$ cat src/rtl/memory_r2_tank_ctrl.sv
// Sequencer and two-port round-robin arbiter for the EDSAC r2 upper mercury tank.
// Tracks the word at the tank output and gates clear/in/out for one granted word window.
module memory_r2_tank_ctrl #(
  parameter int unsigned DIGITS = 18,
  parameter int unsigned WORDS  = 32
) (
  input  logic       r2_clk,
  input  logic       r2_rst,
  input  logic       req_a,
  input  logic       req_a_wr,
  input  logic       req_a_long,
  input  logic [4:0] req_a_addr,
  input  logic       req_b,
  input  logic       req_b_wr,
  input  logic       req_b_long,
  input  logic [4:0] req_b_addr,
  output logic       gnt_a,
  output logic       gnt_b,
  output logic       done,
  output logic       busy,
  output logic       r2_up_t2_clr,
  output logic       r2_up_t2_in,
  output logic       r2_up_t2_out,
  output logic [4:0] digit_pos,
  output logic [4:0] word_pos
);

  localparam logic [4:0] DigLast  = 5'(DIGITS - 1);
  localparam logic [4:0] WordLast = 5'(WORDS - 1);

  typedef enum logic [1:0] {StIdle, StWait, StXfer, StDone} state_e;

  state_e     state_q, state_d;
  logic [4:0] digit_q, digit_d;
  logic [4:0] word_q, word_d;
  logic [4:0] addr_q, addr_d;
  logic       wr_q, wr_d;
  logic       lng_q, lng_d;
  logic       last_b_q, last_b_d;
  logic       gnt_a_q, gnt_a_d;
  logic       gnt_b_q, gnt_b_d;
  logic       done_q, done_d;
  logic       busy_q, busy_d;
  logic       clr_q, clr_d;
  logic       in_q, in_d;
  logic       out_q, out_d;

  logic       digit_wrap;
  logic       pick_b;
  logic [4:0] word_next;
  logic [4:0] last_word;

  always_comb begin
    state_d  = state_q;
    addr_d   = addr_q;
    wr_d     = wr_q;
    lng_d    = lng_q;
    last_b_d = last_b_q;
    gnt_a_d  = 1'b0;
    gnt_b_d  = 1'b0;
    done_d   = 1'b0;
    clr_d    = clr_q;
    in_d     = in_q;
    out_d    = out_q;
    pick_b   = 1'b0;

    digit_wrap = (digit_q == DigLast);
    digit_d    = digit_wrap ? 5'd0 : digit_q + 5'd1;
    word_next  = (word_q == WordLast) ? 5'd0 : word_q + 5'd1;
    word_d     = digit_wrap ? word_next : word_q;
    // A long access ends on the odd word of its pair.
    last_word  = lng_q ? (addr_q | 5'd1) : addr_q;

    unique case (state_q)
      StIdle: begin
        if (req_a || req_b) begin
          // B wins a tie only when A was the most recent grant.
          pick_b   = req_b && (!req_a || !last_b_q);
          gnt_a_d  = !pick_b;
          gnt_b_d  = pick_b;
          last_b_d = pick_b;
          wr_d     = pick_b ? req_b_wr   : req_a_wr;
          lng_d    = pick_b ? req_b_long : req_a_long;
          addr_d   = pick_b ? req_b_addr : req_a_addr;
          if (lng_d) addr_d[0] = 1'b0;
          state_d  = StWait;
        end
      end
      StWait: begin
        if (digit_wrap && (word_next == addr_q)) begin
          state_d = StXfer;
          clr_d   = wr_q;
          in_d    = wr_q;
          out_d   = !wr_q;
        end
      end
      StXfer: begin
        if (digit_wrap && (word_q == last_word)) begin
          state_d = StDone;
          clr_d   = 1'b0;
          in_d    = 1'b0;
          out_d   = 1'b0;
          done_d  = 1'b1;
        end
      end
      StDone: state_d = StIdle;
      default: state_d = StIdle;
    endcase

    busy_d = (state_d != StIdle);
  end

  always_ff @(posedge r2_clk or posedge r2_rst) begin
    if (r2_rst) begin
      state_q  <= StIdle;
      digit_q  <= 5'd0;
      word_q   <= 5'd0;
      addr_q   <= 5'd0;
      wr_q     <= 1'b0;
      lng_q    <= 1'b0;
      last_b_q <= 1'b1;
      gnt_a_q  <= 1'b0;
      gnt_b_q  <= 1'b0;
      done_q   <= 1'b0;
      busy_q   <= 1'b0;
      clr_q    <= 1'b0;
      in_q     <= 1'b0;
      out_q    <= 1'b0;
    end else begin
      state_q  <= state_d;
      digit_q  <= digit_d;
      word_q   <= word_d;
      addr_q   <= addr_d;
      wr_q     <= wr_d;
      lng_q    <= lng_d;
      last_b_q <= last_b_d;
      gnt_a_q  <= gnt_a_d;
      gnt_b_q  <= gnt_b_d;
      done_q   <= done_d;
      busy_q   <= busy_d;
      clr_q    <= clr_d;
      in_q     <= in_d;
      out_q    <= out_d;
    end
  end

  assign gnt_a        = gnt_a_q;
  assign gnt_b        = gnt_b_q;
  assign done         = done_q;
  assign busy         = busy_q;
  assign r2_up_t2_clr = clr_q;
  assign r2_up_t2_in  = in_q;
  assign r2_up_t2_out = out_q;
  assign digit_pos    = digit_q;
  assign word_pos     = word_q;

endmodule

$ cat config.mk
export PLATFORM = sky130hd
export DESIGN_NAME = memory_r2_tank_ctrl
export DESIGN_NICKNAME = d
export VERILOG_FILES = /design/src/rtl/memory_r2_tank_ctrl.sv
export SDC_FILE = /design/constraint.sdc
export NUM_CORES = 1
export LEC_CHECK = 0
export ABC_AREA = 0
export BUFFER_PORTS_ARGS = -buffer_cell sky130_fd_sc_hd__buf_2
export CAP_MARGIN = 5
export CORE_MARGIN = 2
export CORE_UTILIZATION = 56
export DETAILED_ROUTE_END_ITERATION = 10
export HOLD_SLACK_MARGIN = 0.08
export MAX_ROUTING_LAYER = met4
export PLACE_DENSITY = 0.83
export SETUP_SLACK_MARGIN = 0.5
export SYNTH_ARGS = -nofsm -noshare
export SYNTH_HDL_FRONTEND = slang
export SYNTH_SLANG_ARGS = --single-unit
$ cat constraint.sdc
create_clock -name r2_clk -period 3.57 [get_ports r2_clk]
set_input_delay 0.714 -clock r2_clk [delete_from_list [all_inputs] [get_ports r2_clk]]
set_output_delay 0.714 -clock r2_clk [all_outputs]
set_load 0.02 [all_outputs]
# Yosys cells after proc, flatten, opt, wreduce, memory -nomap -nowiden
# Cells that the tools add are included.
# Widths: inputs -> output; s select.
# op_classes
add_sub_neg,2
eq_ne,9
muxes,22
n_reduce_logical,14
# op_table
operator,count
$mux 5,3
$mux 1,13
$add 5x1->5 const B,2
$eq 5x5->1,2
$eq 5x5->1 const B,2
$pmux 2 s4,1
$mux 2,3
$eq 2x2->1 const B,2
$logic_not 1->1,4
$ne 2x2->1 const B,2
$pmux 1 s2,2
$reduce_bool 2->1,2
$logic_and 1x1->1,3
$reduce_and 3->1,1
$eq 2x1->1 const B,1
$logic_not 2->1,1
$logic_or 1x1->1,2
$reduce_and 2->1,1
# totals
reg_bits,26
inputBits,18
output_inout_bits,17
elab_cells,60

# Depth between registers and ports, before layout
# depth
ltp_word,7
depth_mapped,9
ltp_nobuf,9

# Least setup slack after synthesis
# Ideal clock, no wire load.
# synth_timing
path_kind,reg2reg
startpoint,"register word_q[0], in the netlist word_pos[0]"
endpoint,"register busy_q, in the netlist busy"
setup_ps,124
arrival_time_ps,2309
t_required_ps,3446
path_slack_ps,1137
stages_incl_launch_ff,10
path_buffers,0
period_less_slack_ps,2433
cell_sequence,dfrtp_1 > ha_1 > and3_1 > ha_1 > nor2b_1 > mux2i_1 > xnor2_1 > o41ai_4 > o2111ai_2 > or2_1
# synth_between
elab_chain_len,7
word_cells_on_any_way,11
cone_classes,add/sub: 1; eq/ne: 3; mux: 4; reduce/logical: 3
# synth_lines
item,line_no,rtl
"start, declared",35,"logic [4:0] word_q, word_d;"
"start signal, assigned",132,word_q <= word_d;
$add 5x1->5 or $eq 5x5->1 (tied branches),69,word_next = (word_q == WordLast) ? 5'd0 : word_q + 5'd1;
$mux 5,69,
$eq 5x5->1,90,if (digit_wrap && (word_next == addr_q)) begin
$logic_and 1x1->1,90,
$mux 2,90,
$pmux 2 s4 (*),74,unique case (state_q)
net state_d[0],33,"state_e state_q, state_d;"
$reduce_bool 2->1 (*),110,busy_d = (state_d != StIdle);
net busy_d,43,"logic busy_q, busy_d;"
"end signal, assigned",140,busy_q <= busy_d;
"end, declared",43,
# Mark *: on every way through the listed nets, which the timed path passes. The rest lies on a longest branch.
# A chain may end at the register's enable or synchronous reset.

# Worst setup path in the final report
# Same ends and word-level chain as after synthesis.

==> results.json <==
{
  "r2r_start": "word_pos[0]",
  "tns_ns": 0,
  "grt-ovfl-total": 0,
  "synth_top_area_share_pct": 44.09,
  "worstPathCellList": "ha_1 -> and3_1 -> ha_1 -> nor2b_1 -> mux2i_1 -> xnor2_1 -> o41ai_4 -> o2111ai_2 -> or2_1",
  "antenna_found_initial": 0,
  "insertion_delay_ns": 0.31,
  "finalCriticalPeriod_ns": 2.555,
  "cpPeakStageDelay_ns": 0.49,
  "holdBufCountCts": 0,
  "hpwl_um": 2158,
  "use_met2_pct": 37.35,
  "tritoncts": "done",
  "fmax_ghz": 0.3913,
  "critPathRequiredTime_ns": 3.78,
  "leakage_nw": 0.7900,
  "arrival_ns": 2.77,
  "num_antenna_cells": 0,
  "vdd_drop_max_mv": 0.2288,
  "relSlewSlack_pct": 35.95,
  "cts_max_level": 1,
  "yosysTopAreaCell": "dfrtp_1",
  "drive_gt1_share_pct": 26.90,
  "core_um2": 2432,
  "die_y_um": 54.34,
  "first_pass_iters": 4,
  "ys_types": 39,
  "powerDensity_nw_per_um2": 284.0,
  "routabilityCongestion": 0.8147,
  "die_area_um2": 2952,
  "worstHoldStart": "wr_q",
  "finalCritPeriodShare_pct": 71.58,
  "yosysWarnings": 0,
  "outcome": "completed",
  "gr-usage-met3_pct": 3.005,
  "critical_path_class": "reg2reg",
  "die_w_um": 54.34,
  "synth-edff-count": 0,
  "pre_cts_slack_ns": 1.045,
  "synth_area_leaders": "dfrtp_1 (44%), ha_1 (6.2%), xnor2_1 (6.2%)",
  "maxSlewViolCount": 0,
  "nets": 197,
  "numCtsBuffers": 3,
  "total_power_w": 0.0004659,
  "critPathTopFamily": "simple AND/OR/NAND/NOR gates",
  "grt_max_degree": 27,
  "use_met1_pct": 28.75,
  "setup_slack_ns": 1.015,
  "first_iter_violations": 11,
  "avgRoutedWirePerCell_um": 13.83,
  "path_clk_slew_ns": 0.14,
  "multiInputGateArea_um2": 721.9,
  "startpoint": "word_pos[0]",
  "crit_top_cell": "ha_1",
  "hold_class": "reg2reg",
  "grtUsageTotal_pct": 22.84,
  "initial_core_util_pct": 58.33,
  "ff_latch_area_um2": 651.9,
  "startpoint_type": "flop",
  "hold_viol": 0,
  "num-fill-cells": 193,
  "ctsResizeCount": 0,
  "avgSynthCellArea_um2": 10.28,
  "clk_path_buf_depth": 2,
  "drt_wl_total_um": 2779,
  "netlist_area_um2": 1419,
  "end_kind": "flop",
  "tightestPinTransition_ns": 0.9597,
  "cts_num_sinks": 26,
  "final_cells": 201,
  "io_buffers": 34,
  "seq_area_frac_synth_pct": 45.94,
  "drc_errors": 0,
  "post_cts_buffers": 0,
  "globalRoute.busiestLayer": "met2",
  "rsz0062_at_grt": "false",
  "syn_nets": 163,
  "syn_inst": 138,
  "io_pins": 35,
  "placed_cells": 197,
  "async_flop_share_pct": 100.0,
  "fin_worst_skew_ns": 0.006619,
  "syn2layout_area_growth_pct": 15.61,
  "num_vias": 1095,
  "drv_cap": 0,
  "grt_pass1_wl_um": 4733,
  "path_buf_inv": 0,
  "root_buffer": "clkbuf_4",
  "vias_per_cell": 5.448,
  "row_count": 18,
  "ys_ff_latch": 26,
  "path_max_fanout": 7,
  "postRouteAntennaNets": 0,
  "finalSetupViolCount": 0,
  "slowest_stage": "dfrtp_1",
  "grt_pass1_vias": 1080,
  "synth_ff_type": "dfrtp_1"
}
cells by family after synthesis:
| logic type | share of synthesized area, % |
|---|---|
| AOI/OAI and AO/OA | 15.26 |
| xor gates and xnor gates | 8.025 |
| muxes | 3.616 |
| and+or+nand+nor | 17.81 |
| adders and majority gates | 6.173 |
| buffers and inverters | 3.174 |
| DFF | 45.94 |
synth_stat cells, drive strengths merged, types with 3 or more instances:
library cell	instances
inv	6
nand3	5
xor2	3
o21ai	9
nand2	15
a22o	6
a21oi	3
xnor2	10
ha	7
clkbuf	3
dfrtp	25
nor2	13
mux2i	4
through the flow:
step	area [µm²]	hold WS [ns]	util [%]
final	1640	0.4838	67.44
after global routing	1640	0.5165	67.44
after CTS	1640	0.4871	67.44
after detailed placement	1604	0.4713	65.95
after global placement	1604	0.4510	65.95
after floorplan	1419	0.4367	-
final cells by class:
| class | count | share of cell area (%) |
|---|---|---|
| inverters | 6 | 1.373 |
| repair buffers | 34 | 10.37 |
| flip-flops and latches | 26 | 39.74 |
| well taps | 30 | 2.288 |
| multi-input cells | 101 | 44.01 |
| clock buffers | 4 | 2.212 |
sequential cells by signal, summed over array words and instances (netlist names), 2 cells and up:
register,count
addr_q,5
digit_pos,5
state_q,2
word_pos,5
per-layer routing:
layer | part of all wire, % | vias up | routed length, µm
met1 | 46 | 518 | 1273
met2 | 48 | 30 | 1347
met3 | 4.4 | 4 | 123
li1 | - | 543 | -
met5 | 0 | - | 0
met4 | 1.2 | 0 | 34
cell usage in the layout (no fill, tap or decap), types with 4 or more instances in the layout:
| cell type | n |
|---|---|
| a22o_1 | 6 |
| buf_2 | 34 |
| dfrtp_1 | 25 |
| ha_1 | 7 |
| inv_1 | 6 |
| mux2i_1 | 4 |
| nand2_1 | 15 |
| nand3_1 | 4 |
| nor2_1 | 13 |
| o21ai_1 | 8 |
| xnor2_1 | 10 |
report_power, final:
part | leakage (nW) | switching [W] | internal [W]
Combinational | 0.439 | 0.0000144 | 0.0000115
Clock | 0.0210 | 0.0000832 | 0.0000623
Sequential | 0.330 | 0 | 0.000295
Total | 0.790 | 0.0000976 | 0.000368
final timing paths:
kind	end	slack (ns)	cells past startpoint
worst min register to register	r2_up_t2_out	0.48	1
worst min-delay path	r2_up_t2_out	0.48	1
max in group asynchronous	state_q[1]	2.39	2
worst max register to register	busy	1.01	9
worst max-delay path	busy	1.01	9
min in group asynchronous	digit_pos[0]	0.59	2
Power figures use the tool's default switching activity.
